### src/rtl/stopwatch_core_if.sv
// stopwatch_core_if
//   Groups the stopwatch control inputs and display outputs into a single
//   interface bundle.
//   Signals:
//     CE10  - one-cycle 10 ms enable pulse
//     START - start/stop button level (debounced, synchronous)
//     CLEAR - clear button level (debounced, synchronous)
//     LAP   - lap button level (debounced, synchronous)
//     MIN   - displayed minutes, packed BCD
//     SEC   - displayed seconds, packed BCD
//     CSEC  - displayed centiseconds, packed BCD
//     RUN   - high while running
//     OVF   - sticky wrap flag
//     HOLD  - display frozen by a lap hold
//   Modports: master drives the buttons/enable, slave is the stopwatch core.
`timescale 1ns/1ps
interface stopwatch_core_if;
  logic       CE10;
  logic       START;
  logic       CLEAR;
  logic       LAP;
  logic [7:0] MIN;
  logic [7:0] SEC;
  logic [7:0] CSEC;
  logic       RUN;
  logic       OVF;
  logic       HOLD;

  modport master (
    output CE10, START, CLEAR, LAP,
    input  MIN, SEC, CSEC, RUN, OVF, HOLD
  );

  modport slave (
    input  CE10, START, CLEAR, LAP,
    output MIN, SEC, CSEC, RUN, OVF, HOLD
  );
endinterface

### src/rtl/stopwatch_core.sv
// stopwatch_core
//   Centisecond stopwatch driven by a 100 Hz clock enable. Keeps a BCD
//   MM:SS.CC count, with an IDLE/RUNNING/STOPPED state machine controlled
//   by edge-detected button levels. All outputs are registered.
//   Parameters:
//     MAXMIN - last minutes value before the count wraps to 00:00.00 (1..99)
//   Ports:
//     CLK - system clock
//     RST - asynchronous active-low reset
//     bus - stopwatch_core_if.slave (CE10/START/CLEAR/LAP in,
//           MIN/SEC/CSEC/RUN/OVF/HOLD out)
//   Optional feature macro: STOPWATCH_LAP_EN
//     Defined   : LAP pulses in RUNNING freeze/unfreeze the displayed value.
//     Undefined : LAP unused, HOLD tied 0, display equals the live count.
`timescale 1ns/1ps
module stopwatch_core #(
  parameter int unsigned MAXMIN = 59
) (
  input logic             CLK,
  input logic             RST,
  stopwatch_core_if.slave bus
);

  localparam logic [3:0] MM_T = 4'(MAXMIN / 10);
  localparam logic [3:0] MM_U = 4'(MAXMIN % 10);

  typedef enum logic [1:0] {
    S_IDLE,
    S_RUNNING,
    S_STOPPED
  } state_t;

  state_t r_state, w_state_nxt;

  logic r_start_q, r_clear_q, r_lap_q;
  logic w_start_p, w_clear_p, w_lap_p;
  logic w_tick, w_clr;

  logic [3:0] r_cs_u, r_cs_t, r_s_u, r_s_t, r_m_u, r_m_t;
  logic [3:0] w_cs_u, w_cs_t, w_s_u, w_s_t, w_m_u, w_m_t;
  logic       w_wrap;
  logic       r_ovf;

  // Button edge detection
  always_ff @(posedge CLK or negedge RST) begin
    if (!RST) begin
      r_start_q <= 1'b0;
      r_clear_q <= 1'b0;
      r_lap_q   <= 1'b0;
    end else begin
      r_start_q <= bus.START;
      r_clear_q <= bus.CLEAR;
      r_lap_q   <= bus.LAP;
    end
  end

  assign w_start_p = bus.START & ~r_start_q;
  assign w_clear_p = bus.CLEAR & ~r_clear_q;
  assign w_lap_p   = bus.LAP   & ~r_lap_q;

  // Counting depends on the pre-edge state only, so a START that stops the
  // watch still lets a coincident CE10 count, and one that starts it does not.
  assign w_tick = (r_state == S_RUNNING) && bus.CE10;

  // CLEAR only has an effect in STOPPED, where it outranks START.
  always_comb begin
    w_state_nxt = r_state;
    w_clr       = 1'b0;
    case (r_state)
      S_IDLE: begin
        if (w_start_p) w_state_nxt = S_RUNNING;
      end
      S_RUNNING: begin
        if (w_start_p) w_state_nxt = S_STOPPED;
      end
      S_STOPPED: begin
        if (w_clear_p) begin
          w_state_nxt = S_IDLE;
          w_clr       = 1'b1;
        end else if (w_start_p) begin
          w_state_nxt = S_RUNNING;
        end
      end
      default: w_state_nxt = S_IDLE;
    endcase
  end

  always_ff @(posedge CLK or negedge RST) begin
    if (!RST) r_state <= S_IDLE;
    else      r_state <= w_state_nxt;
  end

  // Single-cycle BCD ripple: each digit advances only when all lower digits
  // roll over in this cycle.
  always_comb begin
    w_cs_u = r_cs_u;
    w_cs_t = r_cs_t;
    w_s_u  = r_s_u;
    w_s_t  = r_s_t;
    w_m_u  = r_m_u;
    w_m_t  = r_m_t;
    w_wrap = 1'b0;
    if (w_tick) begin
      if (r_cs_u != 4'd9) begin
        w_cs_u = r_cs_u + 4'd1;
      end else begin
        w_cs_u = '0;
        if (r_cs_t != 4'd9) begin
          w_cs_t = r_cs_t + 4'd1;
        end else begin
          w_cs_t = '0;
          if (r_s_u != 4'd9) begin
            w_s_u = r_s_u + 4'd1;
          end else begin
            w_s_u = '0;
            if (r_s_t != 4'd5) begin
              w_s_t = r_s_t + 4'd1;
            end else begin
              w_s_t = '0;
              if (r_m_t == MM_T && r_m_u == MM_U) begin
                w_m_t  = '0;
                w_m_u  = '0;
                w_wrap = 1'b1;
              end else if (r_m_u != 4'd9) begin
                w_m_u = r_m_u + 4'd1;
              end else begin
                w_m_u = '0;
                w_m_t = r_m_t + 4'd1;
              end
            end
          end
        end
      end
    end
  end

  always_ff @(posedge CLK or negedge RST) begin
    if (!RST) begin
      r_cs_u <= '0;
      r_cs_t <= '0;
      r_s_u  <= '0;
      r_s_t  <= '0;
      r_m_u  <= '0;
      r_m_t  <= '0;
      r_ovf  <= 1'b0;
    end else if (w_clr) begin
      r_cs_u <= '0;
      r_cs_t <= '0;
      r_s_u  <= '0;
      r_s_t  <= '0;
      r_m_u  <= '0;
      r_m_t  <= '0;
      r_ovf  <= 1'b0;
    end else begin
      r_cs_u <= w_cs_u;
      r_cs_t <= w_cs_t;
      r_s_u  <= w_s_u;
      r_s_t  <= w_s_t;
      r_m_u  <= w_m_u;
      r_m_t  <= w_m_t;
      if (w_wrap) r_ovf <= 1'b1;
    end
  end

  assign bus.RUN = (r_state == S_RUNNING);
  assign bus.OVF = r_ovf;

`ifdef STOPWATCH_LAP_EN
  logic       r_hold;
  logic [7:0] r_d_min, r_d_sec, r_d_csec;
  logic       w_lap_act;

  // START outranks LAP, so a coincident stop press suppresses the lap.
  assign w_lap_act = (r_state == S_RUNNING) && w_lap_p && !w_start_p;

  always_ff @(posedge CLK or negedge RST) begin
    if (!RST) begin
      r_hold   <= 1'b0;
      r_d_min  <= '0;
      r_d_sec  <= '0;
      r_d_csec <= '0;
    end else if (w_clr) begin
      r_hold <= 1'b0;
    end else if (w_lap_act) begin
      if (!r_hold) begin
        r_hold   <= 1'b1;
        r_d_min  <= {r_m_t, r_m_u};
        r_d_sec  <= {r_s_t, r_s_u};
        r_d_csec <= {r_cs_t, r_cs_u};
      end else begin
        r_hold <= 1'b0;
      end
    end
  end

  assign bus.HOLD = r_hold;
  assign bus.MIN  = r_hold ? r_d_min  : {r_m_t, r_m_u};
  assign bus.SEC  = r_hold ? r_d_sec  : {r_s_t, r_s_u};
  assign bus.CSEC = r_hold ? r_d_csec : {r_cs_t, r_cs_u};
`else
  logic w_unused_lap;
  assign w_unused_lap = w_lap_p;

  assign bus.HOLD = 1'b0;
  assign bus.MIN  = {r_m_t, r_m_u};
  assign bus.SEC  = {r_s_t, r_s_u};
  assign bus.CSEC = {r_cs_t, r_cs_u};
`endif

endmodule

### src/flat_wrapper.sv
// flat-port wrapper written by rule: the top's interface ports become plain ports
module stopwatch_core_flat 
#(
  parameter int unsigned MAXMIN = 59
)
  (CLK, RST, bus_CE10, bus_START, bus_CLEAR, bus_LAP, bus_MIN, bus_SEC, bus_CSEC, bus_RUN, bus_OVF, bus_HOLD);
  stopwatch_core_if bus_i ();
  input logic CLK;
  input logic RST;
  input wire logic [$bits(bus_i.CE10)-1:0] bus_CE10;
  input wire logic [$bits(bus_i.START)-1:0] bus_START;
  input wire logic [$bits(bus_i.CLEAR)-1:0] bus_CLEAR;
  input wire logic [$bits(bus_i.LAP)-1:0] bus_LAP;
  output wire logic [$bits(bus_i.MIN)-1:0] bus_MIN;
  output wire logic [$bits(bus_i.SEC)-1:0] bus_SEC;
  output wire logic [$bits(bus_i.CSEC)-1:0] bus_CSEC;
  output wire logic [$bits(bus_i.RUN)-1:0] bus_RUN;
  output wire logic [$bits(bus_i.OVF)-1:0] bus_OVF;
  output wire logic [$bits(bus_i.HOLD)-1:0] bus_HOLD;
  assign bus_i.CE10 = bus_CE10;
  assign bus_i.START = bus_START;
  assign bus_i.CLEAR = bus_CLEAR;
  assign bus_i.LAP = bus_LAP;
  assign bus_MIN = bus_i.MIN;
  assign bus_SEC = bus_i.SEC;
  assign bus_CSEC = bus_i.CSEC;
  assign bus_RUN = bus_i.RUN;
  assign bus_OVF = bus_i.OVF;
  assign bus_HOLD = bus_i.HOLD;
  stopwatch_core #(.MAXMIN(MAXMIN)) u_core (.CLK(CLK), .RST(RST), .bus(bus_i));
endmodule
### config.mk
export PLATFORM = sky130hd
export DESIGN_NAME = stopwatch_core_flat
export DESIGN_NICKNAME = d
export VERILOG_FILES = /design/src/rtl/stopwatch_core_if.sv /design/src/rtl/stopwatch_core.sv /design/src/flat_wrapper.sv
export SDC_FILE = /design/constraint.sdc
export NUM_CORES = 1
export LEC_CHECK = 0
export CAP_MARGIN = 20
export CORE_MARGIN = 2
export CORE_UTILIZATION = 45
export DETAILED_ROUTE_END_ITERATION = 10
export GPL_TIMING_DRIVEN = 0
export PLACE_DENSITY_LB_ADDON = 0.15
export SKIP_LAST_GASP = 1
export SYNTH_ARGS = -nofsm -noshare
export SYNTH_HDL_FRONTEND = slang
export SYNTH_SLANG_ARGS = --single-unit
### constraint.sdc
create_clock -name CLK -period 2.35 [get_ports CLK]
set_input_delay 0.235 -clock CLK [delete_from_list [all_inputs] [get_ports CLK]]
set_output_delay 0.235 -clock CLK [all_outputs]
set_load 0.01 [all_outputs]
==> flow_summary.yaml <==
flow_run:
  number_of_maximum_capacitance_violations: 0
synthesis:
  yosys_warnings: 0
  netlist.top_cell.by_area: "sky130_fd_sc_hd__dfrtp_1"
  ys_async_sr_fraction_pct: 100
  synth_flop_cell: "sky130_fd_sc_hd__dfrtp_1"
  syn_inst: 174
  syn_nets: 192
  synth_cell_types: 38
  netlist_area_sq_um: 1660
  syn_area_per_cell_sq_um: 9.51
  synth_edf_count: 0
  seq_area_frac_synth_pct: 43.8
  yosys_register_bits: 29
  ys_top_cells_by_area: "sky130_fd_sc_hd__dfrtp_1 44%, sky130_fd_sc_hd__ha_1 9.1%, sky130_fd_sc_hd__nand2_1 3.4%"
  synth_top_area_share_pct: 43.8
sta:
  fmax_ghz: 0.441
  timing.max_slew.rel_slack_pct: 50.9
  maximum_clock_skew_at_final_layout_ps: 6.42
  timing.final.setup_violations: 0
  final.min_clock_period_ps: 2270
  layout_worst_path_cycle_share_pct: 96.4
  number_of_pins_with_negative_max_slew_slack_in_the_final_report: 0
  worst_slew_pin_slew_ps: 735
  timing_hold_violations_final: 0
  holdWs_ps: 389
critical_path:
  slowest_stage: "sky130_fd_sc_hd__or4_4"
  cp-start-kind: "register"
  crit_chain: "inv_1 -> ha_2 -> nand3b_1 -> or4_4 -> clkbuf_2 -> or4_1 -> a21oi_1"
  critPathLaunch: "u_core.r_cs_u[1]"
  crit-reg2reg-launch: "u_core.r_cs_u[1]"
  slowest_delay_ps: 540
  cp.required_ps: 2560
  worst-endpoint-arrival_ps: 2480
  highest_fanout_seen_on_the_critical_path: 6
  end_kind: "register"
  setup.worst_path.class: "register to register"
final_layout:
  num_antenna_cells: 0
  footprint_of_the_multi_input_gates_sq_um: 875
  fin_util_pct: 60.2
  area_growth_pct: 31.1
  fillerInstances: 314
  mostFrequentLayoutCell: "sky130_fd_sc_hd__clkdlybuf4s50_1"
  fin_nets: 235
  seq_area_sq_um: 727
  layout-drive-gt1-share_pct: 9.63
  final_cell_mix: "30 x sky130_fd_sc_hd__clkdlybuf4s50_1, 28 x sky130_fd_sc_hd__dfrtp_1, 15 x sky130_fd_sc_hd__nand2_1, 14 x sky130_fd_sc_hd__nor2_1"
floorplanning:
  fp.dieW_microns: 64.7
  floorplan.io_pins: 33
  die_h_microns: 64.7
  initial_utilization_pct: 45.9
  floorplan.core_area_sq_um: 3610
  fp-row-count: 22
  floorplan.die_area_sq_um: 4180
routing:
  wl_met1_mm: 1.78
  wl_mm: 3.85
  routed-wl-met2_mm: 1.83
  dr_total_vias: 1510
  post_drt_via_cell_ratio: 5.68
  drt_pre_antenna_iters: 4
  wl_per_cell_microns: 14.5
  detail_route.drc_violations: 0
  ant_nets: 0
  routed-wl-met3_microns: 201
  top_layer: "met4"
  drt_first_iter_violations: 152
placed_design:
  weighted_congestion_reported_at_the_end_of_routability_driven_placement: 0.794
  dpl.hpwl_mm: 2.76
  place.port_buffers: 30
clocking:
  numCtsBuffers: 5
  cts_buffer_depth: 2
  clk_transition_reported_paths_ps: 70
  count_of_hold_buffers_inserted_by_post_cts_repair: 0
  tritoncts_clock_tree: "yes"
  deepest_level_of_the_cts_h_tree: 2
  clock_insertion_delay_at_the_later_pin_of_the_skew_report_ps: 280
  clock-root-buffer: "sky130_fd_sc_hd__clkbuf_8"
  cts.sinks: 29
power:
  peakVddDrop_mv: 0.493
  power.static_leakage_nw: 1.00
  power.density_cell_area_nw_per_um2: 737
global_routing:
  gr-total-overflow: 0
  first_pass_grt_wire_length_mm: 6.57
  antenna_found_initial: 0
  global_route.usage.total_pct: 20.1
  grt_start_max_net_pins: 17
  grt_pass1_vias: 1486
outcome:
  outcome: "finished clean"
worst_hold_path:
  worstHoldPathType: "primary input to asynchronous set/reset pin"
==> layer usage <==
metal	global-route usage, %	up-vias
met1	26.0	735
li1	-	717
met2	31.8	54
met4	7.18	0
met3	6.25	4
met5	0	-
==> repair_timing <==
action / in CTS / in global routing
gates resized for setup: 2 / 5
cloned: 0 / 0
endpoints found under the setup margin: 1 / 8
setup buffers: 0 / 4
==> power by group <==
part	leakage, nW	internal (mW)	switching [mW]
Sequential	0.388	0.576	0.113
Combinational	0.568	0.277	0.227
Clock	0.0450	0.205	0.202
==> critical path, delay by kind of cell (launching register included) <==
family	cells	cell delay [ps]
fa+ha+maj	1	190
flops	1	410
buf+inv	2	220
simple gates	3	1220
compound gates	1	150
==> registers in the layout, indices dropped and copies added, names as in the netlist <==
register,cells
u_core.r_cs_t,4
u_core.r_cs_u,4
u_core.r_m_t,4
u_core.r_m_u,4
u_core.r_s_t,4
u_core.r_s_u,4
u_core.r_state,2
u_core.bus.OVF,1
u_core.r_clear_q,1
u_core.r_start_q,1
==> synth_stat cells (all sizes together), types with 2 or more instances <==
| cell type | instances |
|---|---|
| or3 | 3 |
| ha | 12 |
| o21ai | 10 |
| nor3 | 7 |
| a21o | 4 |
| a21oi | 11 |
| o31ai | 2 |
| mux2i | 4 |
| a311oi | 2 |
| nand2 | 15 |
| o22ai | 3 |
| clkbuf | 5 |
| and3b | 6 |
| inv | 9 |
| nor2 | 14 |
| nand3b | 5 |
| a21boi | 2 |
| nand3 | 7 |
| nor4 | 2 |
| or4 | 5 |
| dfrtp | 29 |
| a31oi | 3 |
==> per-stage QoR <==
step | power (mW) | area, sq um | std cells | TNS, ps | setup WS (ps)
CTS | 1.57 | 2130 | 262 | 0 | 22.0
detailed placement | 1.17 | 2050 | 254 | -152 | -152
floorplan | 0.934 | 1660 | 174 | 0 | 216
global route | 1.71 | 2170 | 266 | -13.0 | -10.6
global placement | 1.13 | 2020 | 252 | -1410 | -241
finish | 1.60 | 2170 | 266 | 0 | 84.3
==> final cells by class <==
cell class | instances | share of cell area, %
buffer | 6 | 1.33
clock buffer | 6 | 3.34
clock inverter | 2 | 0.461
inverter | 9 | 1.56
multi-input combinational | 130 | 40.3
sequential | 29 | 33.5
tap | 48 | 2.77
timing repair buffer | 36 | 16.7
==> kinds of logic after synthesis <==
family	share of synthesized area (%)
buffers and inverters	3.70
flip-flops	43.8
other	0.227
multiplexers	2.42
AO/OA/AOI/OAI	15.9
XOR/XNOR	0.529
adder cells (fa/ha/maj)	9.07
AND/OR/NAND/NOR	24.3
==> final timing paths <==
path | to | slack (ps) | depth (start not counted)
min in group CLK | u_core.r_start_q | 430 | 1
hold / removal | u_core.r_cs_u[3] | 390 | 1
hold reg to reg | u_core.bus.OVF | 500 | 2
setup / recovery | u_core.r_m_t[1] | 80 | 7
setup reg to reg | u_core.r_m_t[1] | 80 | 7
max in group asynchronous | u_core.r_cs_u[0] | 1420 | 2
Note: power is estimated with default switching activity, not from simulation.
